### src/rtl/uart_pkg.sv
// Shared UART package: default baud-generator geometry and divisor type.
package uart_pkg;

  localparam int OVS_DEFAULT    = 16;
  localparam int DIV_W_DEFAULT  = 16;
  localparam int FRAC_W_DEFAULT = 4;

  typedef logic [DIV_W_DEFAULT-1:0] baud_div_t;

endpackage

### src/rtl/uart_mod_counter.sv
// Modulo counter: counts 0..term while enabled, wraps to 0 on reaching term.
module uart_mod_counter #(
  parameter int WIDTH = 4
) (
  input  logic             clk,
  input  logic             reset_n,
  input  logic             en,
  input  logic             clr,
  input  logic [WIDTH-1:0] term,
  output logic [WIDTH-1:0] cnt,
  output logic             wrap
);

  logic [WIDTH-1:0] cnt_q;
  logic [WIDTH-1:0] cnt_d;

  // >= so a term lowered below the count wraps instead of stalling
  assign wrap = en & ~clr & (cnt_q >= term);
  assign cnt  = cnt_q;

  always_comb begin
    cnt_d = cnt_q;
    if (clr) begin
      cnt_d = '0;
    end else if (en) begin
      cnt_d = wrap ? '0 : cnt_q + WIDTH'(1);
    end
  end

  always_ff @(posedge clk or negedge reset_n) begin
    if (!reset_n) begin
      cnt_q <= '0;
    end else begin
      cnt_q <= cnt_d;
    end
  end

endmodule

### src/rtl/uart_baud_gen.sv
// Baud tick generator: prescaler -> oversample tick -> bit-centre/boundary strobes.
// Fractional divisor enabled with `define UART_BAUD_GEN_FRAC_EN.
module uart_baud_gen
  import uart_pkg::*;
#(
  parameter int DIV_W  = DIV_W_DEFAULT,
  parameter int OVS    = OVS_DEFAULT,
  parameter int FRAC_W = FRAC_W_DEFAULT
) (
  input  logic                   clk,
  input  logic                   reset_n,
  input  logic                   en,
  input  logic                   sync_clr,
  input  logic [DIV_W-1:0]       div_int,
  input  logic [FRAC_W-1:0]      div_frac,
  output logic                   os_tick,
  output logic                   mid_tick,
  output logic                   bit_tick,
  output logic [$clog2(OVS)-1:0] os_cnt
);

  localparam int OW = $clog2(OVS);
  localparam logic [OW-1:0] OS_LAST = OW'(OVS - 1);
  localparam logic [OW-1:0] OS_MID  = OW'(OVS / 2 - 1);

  logic             run;
  logic             ext;
  logic [DIV_W-1:0] pre_term;
  logic [DIV_W-1:0] pre_cnt;
  logic             pre_wrap;
  logic             os_wrap;
  logic             os_tick_q;
  logic             mid_tick_q;
  logic             bit_tick_q;

  assign run      = en & (div_int != '0);
  assign pre_term = div_int - DIV_W'(1) + DIV_W'(ext);

  uart_mod_counter #(.WIDTH(DIV_W)) u_pre (
    .clk     (clk),
    .reset_n (reset_n),
    .en      (run),
    .clr     (sync_clr),
    .term    (pre_term),
    .cnt     (pre_cnt),
    .wrap    (pre_wrap)
  );

  uart_mod_counter #(.WIDTH(OW)) u_os (
    .clk     (clk),
    .reset_n (reset_n),
    .en      (pre_wrap),
    .clr     (sync_clr),
    .term    (OS_LAST),
    .cnt     (os_cnt),
    .wrap    (os_wrap)
  );

  always_ff @(posedge clk or negedge reset_n) begin
    if (!reset_n) begin
      os_tick_q  <= 1'b0;
      mid_tick_q <= 1'b0;
      bit_tick_q <= 1'b0;
    end else if (sync_clr) begin
      os_tick_q  <= 1'b0;
      mid_tick_q <= 1'b0;
      bit_tick_q <= 1'b0;
    end else begin
      os_tick_q  <= pre_wrap;
      mid_tick_q <= pre_wrap & (os_cnt == OS_MID);
      bit_tick_q <= os_wrap;
    end
  end

  assign os_tick  = os_tick_q;
  assign mid_tick = mid_tick_q;
  assign bit_tick = bit_tick_q;

`ifdef UART_BAUD_GEN_FRAC_EN
  logic [FRAC_W-1:0] frac_q;
  logic              ext_q;
  logic [FRAC_W:0]   frac_sum;

  // carry out stretches the next prescaler period by one clk
  assign frac_sum = {1'b0, frac_q} + {1'b0, div_frac};

  always_ff @(posedge clk or negedge reset_n) begin
    if (!reset_n) begin
      frac_q <= '0;
      ext_q  <= 1'b0;
    end else if (sync_clr) begin
      frac_q <= '0;
      ext_q  <= 1'b0;
    end else if (pre_wrap) begin
      {ext_q, frac_q} <= frac_sum;
    end
  end

  assign ext = ext_q;

  logic unused_ok;
  assign unused_ok = ^pre_cnt;
`else
  assign ext = 1'b0;

  logic unused_ok;
  assign unused_ok = ^{pre_cnt, div_frac};
`endif

endmodule

### config.mk
export PLATFORM = sky130hd
export DESIGN_NAME = uart_baud_gen
export DESIGN_NICKNAME = d
export VERILOG_FILES = /design/src/rtl/uart_pkg.sv /design/src/rtl/uart_mod_counter.sv /design/src/rtl/uart_baud_gen.sv
export SDC_FILE = /design/constraint.sdc
export NUM_CORES = 1
export LEC_CHECK = 0
export ABC_AREA = 1
export CORE_ASPECT_RATIO = 0.8
export CORE_MARGIN = 1
export CORE_UTILIZATION = 40
export CTS_CLUSTER_DIAMETER = 80
export DETAILED_ROUTE_END_ITERATION = 10
export HOLD_SLACK_MARGIN = 0.02
export PLACE_DENSITY = 0.58
export REMOVE_ABC_BUFFERS = 1
export SLEW_MARGIN = 20
export SYNTH_ARGS = -nofsm -noshare
export SYNTH_HDL_FRONTEND = slang
export SYNTH_SLANG_ARGS = --single-unit
### constraint.sdc
create_clock -name clk -period 3.6 [get_ports clk]
set_clock_uncertainty 0.2 [all_clocks]
set_input_delay 1.08 -clock clk [delete_from_list [all_inputs] [get_ports clk]]
set_output_delay 1.08 -clock clk [all_outputs]
set_load 0.1 [all_outputs]
==> results.json <==
{
  "grt_pass1_vias": 1940,
  "dp_hpwl_mm": 3.46,
  "h-tree-depth": 1,
  "fin_ws_ps": 214,
  "syn2layout_area_growth_pct": 35.3,
  "clock_latency_ps": 260,
  "coreArea_um2": 4760,
  "cts.clk_slew.worst_paths_ps": 80,
  "drv_cap": 0,
  "die_h_um": 66.0,
  "core.rowCount": 22,
  "ys_types": 24,
  "cp.depth": 19,
  "final_area_um2": 2770,
  "pwr_density_cell_nw_per_um2": 204,
  "die_w_um": 82.0,
  "drt-initial-drc-count": 79,
  "max_stage_delay_ps": 250,
  "cp-start-kind": "input pin",
  "place_congestion": 0.810,
  "syn_avg_cell_area_um2": 6.97,
  "cp.required_ps": 3550,
  "viasPerCell": 4.77,
  "reg2reg_depth": 13,
  "critPathBufInv": 6,
  "totalWireLength_mm": 4.69,
  "grt_antenna_before_repair": 0,
  "tightest_slew_ps": 470,
  "critPathLaunch": "div_int[0]",
  "p_sw_share_pct": 29.5,
  "grt_setup_unrepaired": "no",
  "cts_tree": "done",
  "cpMostUsedCell": "nand2_4",
  "grt_pass1_wl_mm": 8.28,
  "grt_max_degree": 27,
  "fin_crit_sh_pct": 94.0,
  "grt_overflow": 0,
  "ios": 31,
  "cts_buffers": 3,
  "post_drt_wl_per_cell_um": 11.4,
  "finalCriticalPeriod_ps": 3390,
  "initial_core_util_pct": 43.0,
  "cp_max_fo": 4,
  "path_delay_family": "buffers and inverters",
  "dpl-instance-area_um2": 2530,
  "p_leak_nw": 1.49,
  "drc": 0,
  "cp_slowest_cell": "dlygate4sd2_1",
  "dp_slack_ps": -486,
  "outcome": "complete, no violations",
  "worstReg2RegStart": "u_pre.cnt[7]$_DFFE_PN0P_",
  "die_area_um2": 5420,
  "yosys_warnings": 0,
  "vias": 1962,
  "switching_power_mw": 0.167,
  "cts_buffer_depth": 2,
  "fill_cells": 445,
  "hold_path.class": "reg -> reg",
  "criticalPathCategory": "in -> reg",
  "cts.sinks": 23,
  "track_usage_pct": 19.9,
  "drtPass1Iterations": 4,
  "syn_area_um2": 2050,
  "worstPathCellList": "dlygate4sd2_1 > buf_4 > nor2_4 > nand2_2 > nor2_4 > nand2_4 > buf_6 > xnor2_4 > inv_2 > ha_4 > a21oi_1 > o21ai_0 > a21oi_2 > nand2_4 > buf_4 > nand2_4 > inv_1 > nand2_1 > nand2_1",
  "ys_seq_elements": 23,
  "peakVddDrop_uv": 183,
  "final_antenna_net_count": 0,
  "num-nets-final": 395,
  "drive_above_1_share_pct": 23.9,
  "end_kind": "flop",
  "internal_power_mw": 0.400,
  "relSlewSlack_pct": 68.5,
  "combinationalPowerShare_pct": 24.1,
  "setup_viol": 0,
  "hold_violations": 0,
  "antenna_cells": 0,
  "cp_data_arrival_time_ps": 3340,
  "p_seq_share_pct": 46.9,
  "crit_path_end": "u_os.cnt[1]$_DFFE_PN0P_",
  "root_buffer": "clkbuf_8",
  "synth_cells": 294,
  "cts_hold_buf": 0,
  "rrSetupSlack_ps": 1560,
  "slew_viol_final": 0,
  "fmax_mhz": 295,
  "portBuffers": 26,
  "r2r_end": "u_pre.cnt[6]$_DFFE_PN0P_",
  "p_clk_share_pct": 29.0,
  "synth-seq-area-share_pct": 28.1
}
## what timing repair did
item / CTS / global route
setup buffers: 2 / 0
gates cloned: 2 / 0
pin swaps: 19 / 18
setup endpoints to repair: 22 / 23
resized for setup: 30 / 26
## how the worst min path moves through the flow
stage	startpoint	end	cells past startpoint	slack [ps]
final	u_os.cnt[3]$_DFFE_PN0P_	mid_tick$_DFF_PN0_	1	340
after global routing	u_os.cnt[3]$_DFFE_PN0P_	mid_tick$_DFF_PN0_	1	360
after CTS	u_os.cnt[3]$_DFFE_PN0P_	mid_tick$_DFF_PN0_	1	330
after global placement	u_os.cnt[3]$_DFFE_PN0P_	mid_tick$_DFF_PN0_	1	320
after floorplan	u_pre.cnt[1]$_DFFE_PN0P_	u_pre.cnt[1]$_DFFE_PN0P_	2	300
after detailed placement	u_os.cnt[3]$_DFFE_PN0P_	mid_tick$_DFF_PN0_	1	320
## sequential cells by signal, indices dropped and copies added (netlist names)
name       count
u_os.cnt       4
mid_tick       1
os_tick        1
bit_tick       1
u_pre.cnt     16
## metal layers
layer	GRT usage, %	part of all wire (%)	up-vias	wire (um)
met1	26.8	52	885	2440
li1	-	-	1055	-
met3	3.86	2.9	2	136
met2	33.8	45	20	2100
met5	0	0	-	0
met4	1.97	0.21	0	10
## per-stage QoR
step	utilization [%]	hold WS (ps)	TNS [ps]	total power, mW	std cells
floorplan	-	302	0	0.333	290
global placement	53.2	324	-9240	0.396	404
detailed placement	53.2	319	-9800	0.397	404
CTS	57.2	328	0	0.570	412
global route	58.3	359	0	0.601	411
finish	58.3	337	0	0.567	411
## power groups by stage
stage | Sequential, mW | Combinational, mW | Clock [mW]
final | 0.266 | 0.137 | 0.164
after global routing | 0.267 | 0.153 | 0.181
after CTS | 0.266 | 0.134 | 0.170
after detailed placement | 0.271 | 0.126 | 0
after global placement | 0.271 | 0.125 | 0
after floorplan | 0.280 | 0.0523 | 0
## cells in the final DEF, fill, tap and decap left out, types with 3 or more instances in the layout
cell type        count
a21oi_1              9
buf_4               33
buf_6                3
clkbuf_2             3
clkbuf_8             3
clkdlybuf4s50_1      9
dfrtp_1             23
dlymetal6s2s_1       5
ha_1                16
ha_4                 3
inv_1               41
inv_2                4
nand2_1             75
nand2_2              6
nand2_4              6
nand3_1             24
nand4_1              8
nor2_1              25
nor2_2               7
nor2_4               5
nor3_1               6
nor3_2               4
nor3_4               3
o21ai_0              3
xnor2_1              4
xor2_1              10
## area by class of cell
cell class                      instances  area [um^2]  area share [%]
Tap cell                               60         75.1            2.71
Multi-Input combinational cell        223         1440            51.8
Inverter                               46          173            6.22
Timing Repair Buffer                   55          468            16.9
Clock buffer                            4         45.0            1.62
Sequential cell                        23          576            20.7
## cells by family (layout without fill, tap and decap cells)
group / Yosys count / after routing / synth area share (%)
AND/OR/NAND/NOR: 170 / 172 / 38.8
flip-flops: 23 / 23 / 28.1
adder cells (fa/ha/maj): 19 / 19 / 11.6
buffers and inverters: 50 / 105 / 10.6
AO/OA/AOI/OAI: 17 / 17 / 4.52
XOR/XNOR: 15 / 15 / 6.41
## cells in the mapped netlist
cell / n / share of area, %
nor2_1: 30 / 5.5
a21oi_1: 10 / 2.4
a21o_1: 1 / 0.37
nand2_2: 2 / 0.61
nor4_1: 1 / 0.31
nand2_4: 3 / 1.6
nand4_1: 8 / 2.4
nor3_2: 3 / 1.5
xnor2_1: 5 / 2.1
inv_1: 45 / 8.2
nor2_4: 1 / 0.55
ha_1: 19 / 12
nor3_4: 2 / 1.6
xor2_1: 10 / 4.3
o21ai_0: 4 / 0.98
o211a_1: 1 / 0.49
dfrtp_1: 23 / 28
nand2_1: 82 / 15
nor3_1: 8 / 2.0
buf_6: 4 / 2.2
o21ai_1: 1 / 0.24
nor2_2: 6 / 1.8
clkinv_1: 1 / 0.18
nand3_1: 24 / 5.9
Power figures use the tool's default switching activity.
